### src/rtl/event_pkg.sv
// Shared types and constants for the DVS event serializer: event layout,
// frame geometry and the byte-select helper used by the output mux.
package event_pkg;

    localparam int           EVT_W       = 49;
    localparam int           FRAME_BYTES = 7;
    localparam logic [3:0]   SYNC_NIBBLE = 4'hA;

    localparam logic [0:0]   ST_IDLE = 1'b0;
    localparam logic [0:0]   ST_SEND = 1'b1;

    typedef enum logic [0:0] {
        IDLE = ST_IDLE,
        SEND = ST_SEND
    } state_e;

    typedef struct packed {
        logic        p;
        logic [15:0] x;
        logic [15:0] y;
        logic [15:0] t;
    } event_t;

    // Byte idx of the 7-byte frame, most significant field first.
    function automatic logic [7:0] frame_byte(input event_t e, input logic [2:0] idx);
        logic [7:0] b;
        case (idx)
            3'd0:    b = {SYNC_NIBBLE, 3'b000, e.p};
            3'd1:    b = e.x[15:8];
            3'd2:    b = e.x[7:0];
            3'd3:    b = e.y[15:8];
            3'd4:    b = e.y[7:0];
            3'd5:    b = e.t[15:8];
            default: b = e.t[7:0];
        endcase
        return b;
    endfunction

endpackage

### src/rtl/event_serializer_if.sv
// Event input bundle plus the byte-stream valid/ready output bundle.
interface event_serializer_if;
    logic        in_valid;
    logic [15:0] x;
    logic [15:0] y;
    logic [15:0] t;
    logic        p;
    logic [7:0]  byte_out;
    logic        byte_valid;
    logic        byte_ready;
    logic        byte_last;

    modport master (
        output in_valid, x, y, t, p, byte_ready,
        input  byte_out, byte_valid, byte_last
    );

    modport slave (
        input  in_valid, x, y, t, p, byte_ready,
        output byte_out, byte_valid, byte_last
    );
endinterface

### src/rtl/event_fifo.sv
// First-word-fall-through synchronous FIFO with wrap-bit pointers.
module event_fifo #(
    parameter int DEPTH = 4,
    parameter int WIDTH = 49
) (
    input  logic                       clk,
    input  logic                       rst,
    input  logic                       push,
    input  logic                       pop,
    input  logic [WIDTH-1:0]           din,
    output logic [WIDTH-1:0]           dout,
    output logic                       full,
    output logic                       empty,
    output logic [$clog2(DEPTH):0]     level
);
    localparam int AW = $clog2(DEPTH);

    logic [WIDTH-1:0] mem_q [DEPTH];
    logic [AW:0]      wr_ptr_q, wr_ptr_d;
    logic [AW:0]      rd_ptr_q, rd_ptr_d;
    logic             do_push, do_pop;

    // A pop frees the head slot in the same edge, so a push into a full FIFO is legal then.
    assign do_pop  = pop && !empty;
    assign do_push = push && (!full || do_pop);

    assign empty = (wr_ptr_q == rd_ptr_q);
    assign full  = (wr_ptr_q[AW] != rd_ptr_q[AW]) && (wr_ptr_q[AW-1:0] == rd_ptr_q[AW-1:0]);
    assign level = wr_ptr_q - rd_ptr_q;
    assign dout  = mem_q[rd_ptr_q[AW-1:0]];

    assign wr_ptr_d = do_push ? wr_ptr_q + (AW+1)'(1) : wr_ptr_q;
    assign rd_ptr_d = do_pop  ? rd_ptr_q + (AW+1)'(1) : rd_ptr_q;

    always_ff @(posedge clk or posedge rst) begin
        if (rst) begin
            wr_ptr_q <= '0;
            rd_ptr_q <= '0;
        end else begin
            wr_ptr_q <= wr_ptr_d;
            rd_ptr_q <= rd_ptr_d;
        end
    end

    always_ff @(posedge clk) begin
        if (do_push) begin
            mem_q[wr_ptr_q[AW-1:0]] <= din;
        end
    end

endmodule

### src/rtl/event_serializer.sv
// Buffers filtered DVS events and streams each one as a 7-byte frame on a
// registered valid/ready byte port; events arriving while full are dropped.
module event_serializer
    import event_pkg::*;
#(
    parameter int DEPTH = 4
) (
    input  logic                   clk,
    input  logic                   rst,
    event_serializer_if.slave      evt_if,
    output logic [$clog2(DEPTH):0] fifo_level,
    output logic [7:0]             drop_count
);
    event_t                in_evt, head_evt;
    logic [EVT_W-1:0]      fifo_dout;
    logic                  fifo_full, fifo_empty;
    logic                  pop, push, drop;

    state_e                state_q, state_d;
    logic [2:0]            idx_q, idx_d;
    event_t                frame_q, frame_d;
    logic [7:0]            drop_q, drop_d;
    logic [7:0]            byte_out_q, byte_out_d;
    logic                  valid_q, valid_d;
    logic                  last_q, last_d;

    assign in_evt   = '{p: evt_if.p, x: evt_if.x, y: evt_if.y, t: evt_if.t};
    assign head_evt = event_t'(fifo_dout);

    event_fifo #(
        .DEPTH (DEPTH),
        .WIDTH (EVT_W)
    ) u_fifo (
        .clk   (clk),
        .rst   (rst),
        .push  (push),
        .pop   (pop),
        .din   (in_evt),
        .dout  (fifo_dout),
        .full  (fifo_full),
        .empty (fifo_empty),
        .level (fifo_level)
    );

    always_comb begin
        state_d = state_q;
        idx_d   = idx_q;
        frame_d = frame_q;
        pop     = 1'b0;
        case (state_q)
            IDLE: begin
                if (!fifo_empty) begin
                    frame_d = head_evt;
                    pop     = 1'b1;
                    idx_d   = 3'd0;
                    state_d = SEND;
                end
            end
            SEND: begin
                if (evt_if.byte_ready) begin
                    if (idx_q != 3'(FRAME_BYTES - 1)) begin
                        idx_d = idx_q + 3'd1;
                    end else if (!fifo_empty) begin
                        frame_d = head_evt;
                        pop     = 1'b1;
                        idx_d   = 3'd0;
                    end else begin
                        idx_d   = 3'd0;
                        state_d = IDLE;
                    end
                end
            end
            default: state_d = IDLE;
        endcase
    end

    // The pop decided above is what lets a full FIFO still accept this cycle's event.
    assign push   = evt_if.in_valid && (!fifo_full || pop);
    assign drop   = evt_if.in_valid && fifo_full && !pop;
    assign drop_d = (drop && drop_q != 8'hFF) ? drop_q + 8'd1 : drop_q;

    // Outputs are computed from next state so the registered byte lines up with idx.
    assign valid_d    = (state_d == SEND);
    assign last_d     = valid_d && (idx_d == 3'(FRAME_BYTES - 1));
    assign byte_out_d = valid_d ? frame_byte(frame_d, idx_d) : 8'h00;

    always_ff @(posedge clk or posedge rst) begin
        if (rst) begin
            state_q    <= IDLE;
            idx_q      <= 3'd0;
            frame_q    <= '0;
            drop_q     <= 8'h00;
            byte_out_q <= 8'h00;
            valid_q    <= 1'b0;
            last_q     <= 1'b0;
        end else begin
            state_q    <= state_d;
            idx_q      <= idx_d;
            frame_q    <= frame_d;
            drop_q     <= drop_d;
            byte_out_q <= byte_out_d;
            valid_q    <= valid_d;
            last_q     <= last_d;
        end
    end

    assign evt_if.byte_out   = byte_out_q;
    assign evt_if.byte_valid = valid_q;
    assign evt_if.byte_last  = last_q;
    assign drop_count        = drop_q;

endmodule

### src/flat_wrapper.sv
// flat-port wrapper written by rule: the top's interface ports become plain ports
module event_serializer_flat import event_pkg::*;
#(
    parameter int DEPTH = 4
)
  (clk, rst, fifo_level, drop_count, evt_if_in_valid, evt_if_x, evt_if_y, evt_if_t, evt_if_p, evt_if_byte_ready, evt_if_byte_out, evt_if_byte_valid, evt_if_byte_last);
  event_serializer_if evt_if_i ();
  input  logic clk;
  input  logic rst;
  output logic [$clog2(DEPTH):0] fifo_level;
  output logic [7:0] drop_count;
  input wire logic [$bits(evt_if_i.in_valid)-1:0] evt_if_in_valid;
  input wire logic [$bits(evt_if_i.x)-1:0] evt_if_x;
  input wire logic [$bits(evt_if_i.y)-1:0] evt_if_y;
  input wire logic [$bits(evt_if_i.t)-1:0] evt_if_t;
  input wire logic [$bits(evt_if_i.p)-1:0] evt_if_p;
  input wire logic [$bits(evt_if_i.byte_ready)-1:0] evt_if_byte_ready;
  output wire logic [$bits(evt_if_i.byte_out)-1:0] evt_if_byte_out;
  output wire logic [$bits(evt_if_i.byte_valid)-1:0] evt_if_byte_valid;
  output wire logic [$bits(evt_if_i.byte_last)-1:0] evt_if_byte_last;
  assign evt_if_i.in_valid = evt_if_in_valid;
  assign evt_if_i.x = evt_if_x;
  assign evt_if_i.y = evt_if_y;
  assign evt_if_i.t = evt_if_t;
  assign evt_if_i.p = evt_if_p;
  assign evt_if_i.byte_ready = evt_if_byte_ready;
  assign evt_if_byte_out = evt_if_i.byte_out;
  assign evt_if_byte_valid = evt_if_i.byte_valid;
  assign evt_if_byte_last = evt_if_i.byte_last;
  event_serializer #(.DEPTH(DEPTH)) u_core (.clk(clk), .rst(rst), .evt_if(evt_if_i), .fifo_level(fifo_level), .drop_count(drop_count));
endmodule
### config.mk
export PLATFORM = sky130hd
export DESIGN_NAME = event_serializer_flat
export DESIGN_NICKNAME = d
export VERILOG_FILES = /design/src/rtl/event_pkg.sv /design/src/rtl/event_serializer_if.sv /design/src/rtl/event_fifo.sv /design/src/rtl/event_serializer.sv /design/src/flat_wrapper.sv
export SDC_FILE = /design/constraint.sdc
export NUM_CORES = 1
export LEC_CHECK = 0
export BUFFER_PORTS_ARGS = -buffer_cell sky130_fd_sc_hd__buf_4
export CAP_MARGIN = 20
export CORE_UTILIZATION = 40
export CTS_CLUSTER_DIAMETER = 100
export CTS_CLUSTER_SIZE = 25
export DETAILED_ROUTE_END_ITERATION = 10
export PLACE_DENSITY = 0.62
export RECOVER_POWER = 100
export SYNTH_ARGS = -nofsm -noshare
export SYNTH_HDL_FRONTEND = slang
export SYNTH_SLANG_ARGS = --single-unit
### constraint.sdc
create_clock -name clk -period 10.6 [get_ports clk]
set_clock_uncertainty 0.1 [all_clocks]
set_input_delay 1.59 -clock clk [delete_from_list [all_inputs] [get_ports clk]]
set_output_delay 1.59 -clock clk [all_outputs]
set_load 0.03 [all_outputs]
==> results.py <==
metrics = {
    "status": {
        "status": "complete, but fails checks",
        "violations": "design-rule violations, max-capacitance violations, max-slew violations",
    },
    "floorplan": {
        "core.rowCount": 59,
        "fp.dieH_um": 166,
        "dieArea_um2": 27600,
        "die_width_um": 166,
        "coreArea_um2": 26300,
        "pin_count": 74,
        "initial_utilization": 0.410,
    },
    "logic_synthesis": {
        "synth-edff-count": 196,
        "syn_area_um2": 10800,
        "muxShareOfSynthArea": 0.163,
        "synthXorXnorAreaFrac": 0.0113,
        "synthAdderAreaFrac": 0.0111,
        "async_flop_share": 0.279,
        "synth_top_family_by_area": "multiplexers",
        "yosysWarnings": 0,
        "synthSimpleGateAreaFrac": 0.0336,
        "synth.distinct_cells": 55,
        "syn-mean-instance-area_um2": 19.6,
        "syn_inst": 550,
        "synth_nets": 612,
        "ys_seq_area_frac": 0.722,
        "synth_top_flop_cell": "edfxtp_1",
        "synth_seq_cells": 272,
        "synth_compound_area_frac": 0.0342,
    },
    "layout": {
        "multi_input_area_um2": 2680,
        "finalNetCount": 686,
        "area_delta_synth_final_pct": 8.13,
        "fillers": 2288,
        "drive_above_1_share": 0.119,
        "seq_area_um2": 7790,
    },
    "cts": {
        "insertion_delay_ps": 480,
        "cts_resized": 0,
        "ctsHtreeMaxLevel": 1,
        "cts-root-buf": "clkbuf_16",
        "cts.sinks": 272,
        "cts_tree": "built",
        "clock_path_buffers": 3,
        "postCtsSetupRepairBufs": 0,
        "cts_hold_buf": 0,
        "numCtsBuffers": 14,
        "path_clk_slew_ps": 100,
    },
    "setup_path": {
        "critPathCaptureType": "flip-flop",
        "critPathLaunchType": "flip-flop",
        "r2r_slack_ps": 4010,
        "critPathLaunch": "u_core.u_fifo.rd_ptr_q[0]$_DFFE_PP0P_",
        "r2r_start": "u_core.u_fifo.rd_ptr_q[0]$_DFFE_PP0P_",
        "critPathRequiredTime_ps": 10860,
        "arrival_ps": 6850,
        "worst-path-max-fanout": 34,
        "crit_type": "reg -> reg",
        "worstRegToRegCells": 8,
        "r2r_end": "u_core.evt_if.byte_out[0]$_DFF_PP0_",
    },
    "route": {
        "vias_per_cell": 5.33,
        "drc_errors": 14,
        "first_pass_iters": 8,
        "vias": 5159,
        "wl_mm": 20.3,
        "drt_iter0_drc": 428,
        "routedWlPerCell_um": 21.0,
        "drtAntennaViolNets": 0,
    },
    "global_route": {
        "grt_max_degree": 77,
        "antenna_found_initial": 1,
        "grt_pass1_vias": 5559,
        "grt_overflow": 0,
        "grt_pass1_wl_mm": 32.0,
        "grt_usage": 0.151,
    },
    "worst_hold_path": {
        "holdPathEnd": "u_core.frame_q[15]$_DFF_PP0_",
        "min_path_cells": 1,
        "min-delay-start": "u_core.frame_q[15]$_DFF_PP0_",
        "hold_path_class": "reg -> reg",
    },
    "placed_design": {
        "io_buffer_count": 73,
        "gp_congestion": 0.795,
        "pre_cts_slack_ps": 6060,
        "hpwl_mm": 13.0,
    },
    "power_and_ir_drop": {
        "power_leakage_nw": 4.04,
        "p_per_area_nw_per_um2": 273,
        "peakVddDrop_mv": 0.0945,
    },
    "sta": {
        "rsz0062_at_grt": "false",
        "fin_crit_ps": 6590,
        "maxClockFrequency_ghz": 0.152,
        "slew_violations": 246,
        "tightest_slew_ps": 4080,
        "period_share": 0.621,
        "setup_viol": 0,
        "worst_slack_ps": 4010,
        "hold_viol": 0,
        "slew_headroom": -1.72,
        "setup_tns_ps": 0,
    },
    "flow_run": {
        "maxCapViolCount": 7,
    },
}
==> sequential cells by signal, indices dropped and copies added (netlist names) <==
register and flops:
u_core.drop_count 8, u_core.idx_q 3, u_core.u_fifo.rd_ptr_q 3, u_core.u_fifo.wr_ptr_q 3
u_core.evt_if.byte_last 1, u_core.frame_q 49, u_core.state_q 1, u_core.u_fifo.mem_q 196
u_core.evt_if.byte_out 8
==> kinds of logic (layout without fill, tap and decap cells) <==
group	Yosys count	in the layout
AND/OR/NAND/NOR	74	74
AO/OA/AOI/OAI	49	49
adder cells (fa/ha/maj)	9	9
other	0	1
buffers and inverters	33	115
flip-flops	272	272
XOR/XNOR	13	13
multiplexers	100	100
==> synthesized netlist by cell type (6+ instances only) <==
library cell,number,share of area
a22oi_1,7,0.0049
a31oi_1,7,0.0041
and3_1,6,0.0035
dfrtp_1,76,0.18
edfxtp_1,196,0.55
ha_1,8,0.0093
inv_1,10,0.0035
mux2_2,38,0.040
mux2_4,11,0.015
mux4_1,10,0.024
mux4_2,39,0.081
nand2_1,20,0.0070
nand3_1,6,0.0028
nor2_1,21,0.0073
o21ai_0,7,0.0032
xnor2_1,7,0.0057
==> layout by cell type (no fill, tap or decap), types with 6 or more instances in the layout <==
| cell | netlist | layout |
|---|---|---|
| nand3_1 | 6 | 6 |
| clkbuf_16 | 0 | 15 |
| a22oi_1 | 7 | 8 |
| dfrtp_1 | 76 | 75 |
| nor2_1 | 21 | 21 |
| and3_1 | 6 | 6 |
| o21ai_0 | 7 | 8 |
| a31oi_1 | 7 | 7 |
| mux4_1 | 10 | 10 |
| ha_1 | 8 | 8 |
| xnor2_1 | 7 | 7 |
| clkbuf_1 | 2 | 83 |
| inv_1 | 10 | 9 |
| nand2_1 | 20 | 20 |
| mux2_2 | 38 | 7 |
| mux4_2 | 39 | 39 |
| mux2_1 | 0 | 41 |
| edfxtp_1 | 196 | 196 |
==> cell type report <==
class,instances,share of cell area
timing repair buffer,81,0.0280
inverter,10,0.00333
multi-input combinational,245,0.229
tap,335,0.0359
antenna,1,0.000215
clock inverter,1,0.000429
clock buffer,23,0.0348
sequential,272,0.668
==> where the power goes <==
group / total [mW] / switching (mW) / internal (mW)
clock: 0.572 / 0.306 / 0.266
combinational: 1.01 / 0.599 / 0.415
sequential: 1.60 / 0.129 / 1.47
==> stage by stage <==
step	hold slack, ps	cells	power (mW)	instance area (um2)	utilization
after detailed placement	381	943	2.73	11600	0.441
after global routing	413	967	3.36	11700	0.444
after CTS	404	967	3.31	12000	0.457
after floorplan	347	550	2.41	10800	-
final	394	968	3.18	11700	0.444
after global placement	375	943	2.70	11600	0.441
==> critical path: stages, from the launching register on <==
cell,delay [ps]
dfrtp_1,1550
ha_1,460
and2_0,260
a22oi_1,2570
buf_4,600
mux2_1,390
a22oi_1,190
a21oi_1,90
o31a_1,250
==> worst max-delay path by stage <==
| stage | to | slack, ps |
|---|---|---|
| after floorplan | u_core.u_fifo.mem_q[3][0]$_DFFE_PP_ | 6680 |
| after global placement | u_core.evt_if.byte_out[0]$_DFF_PP0_ | 6210 |
| after detailed placement | u_core.evt_if.byte_out[7]$_DFF_PP0_ | 6060 |
| after CTS | u_core.evt_if.byte_out[7]$_DFF_PP0_ | 6200 |
| after global routing | u_core.evt_if.byte_out[0]$_DFF_PP0_ | 3330 |
| final | u_core.evt_if.byte_out[0]$_DFF_PP0_ | 4010 |
==> metal layers <==
layer,track usage,share of wire,up-vias
met5,0,0,-
met4,0.0280,0.0094,0
met3,0.0234,0.050,19
met2,0.260,0.50,128
met1,0.205,0.44,2705
li1,-,-,2307
No activity file was read; power rests on OpenSTA's default activity.
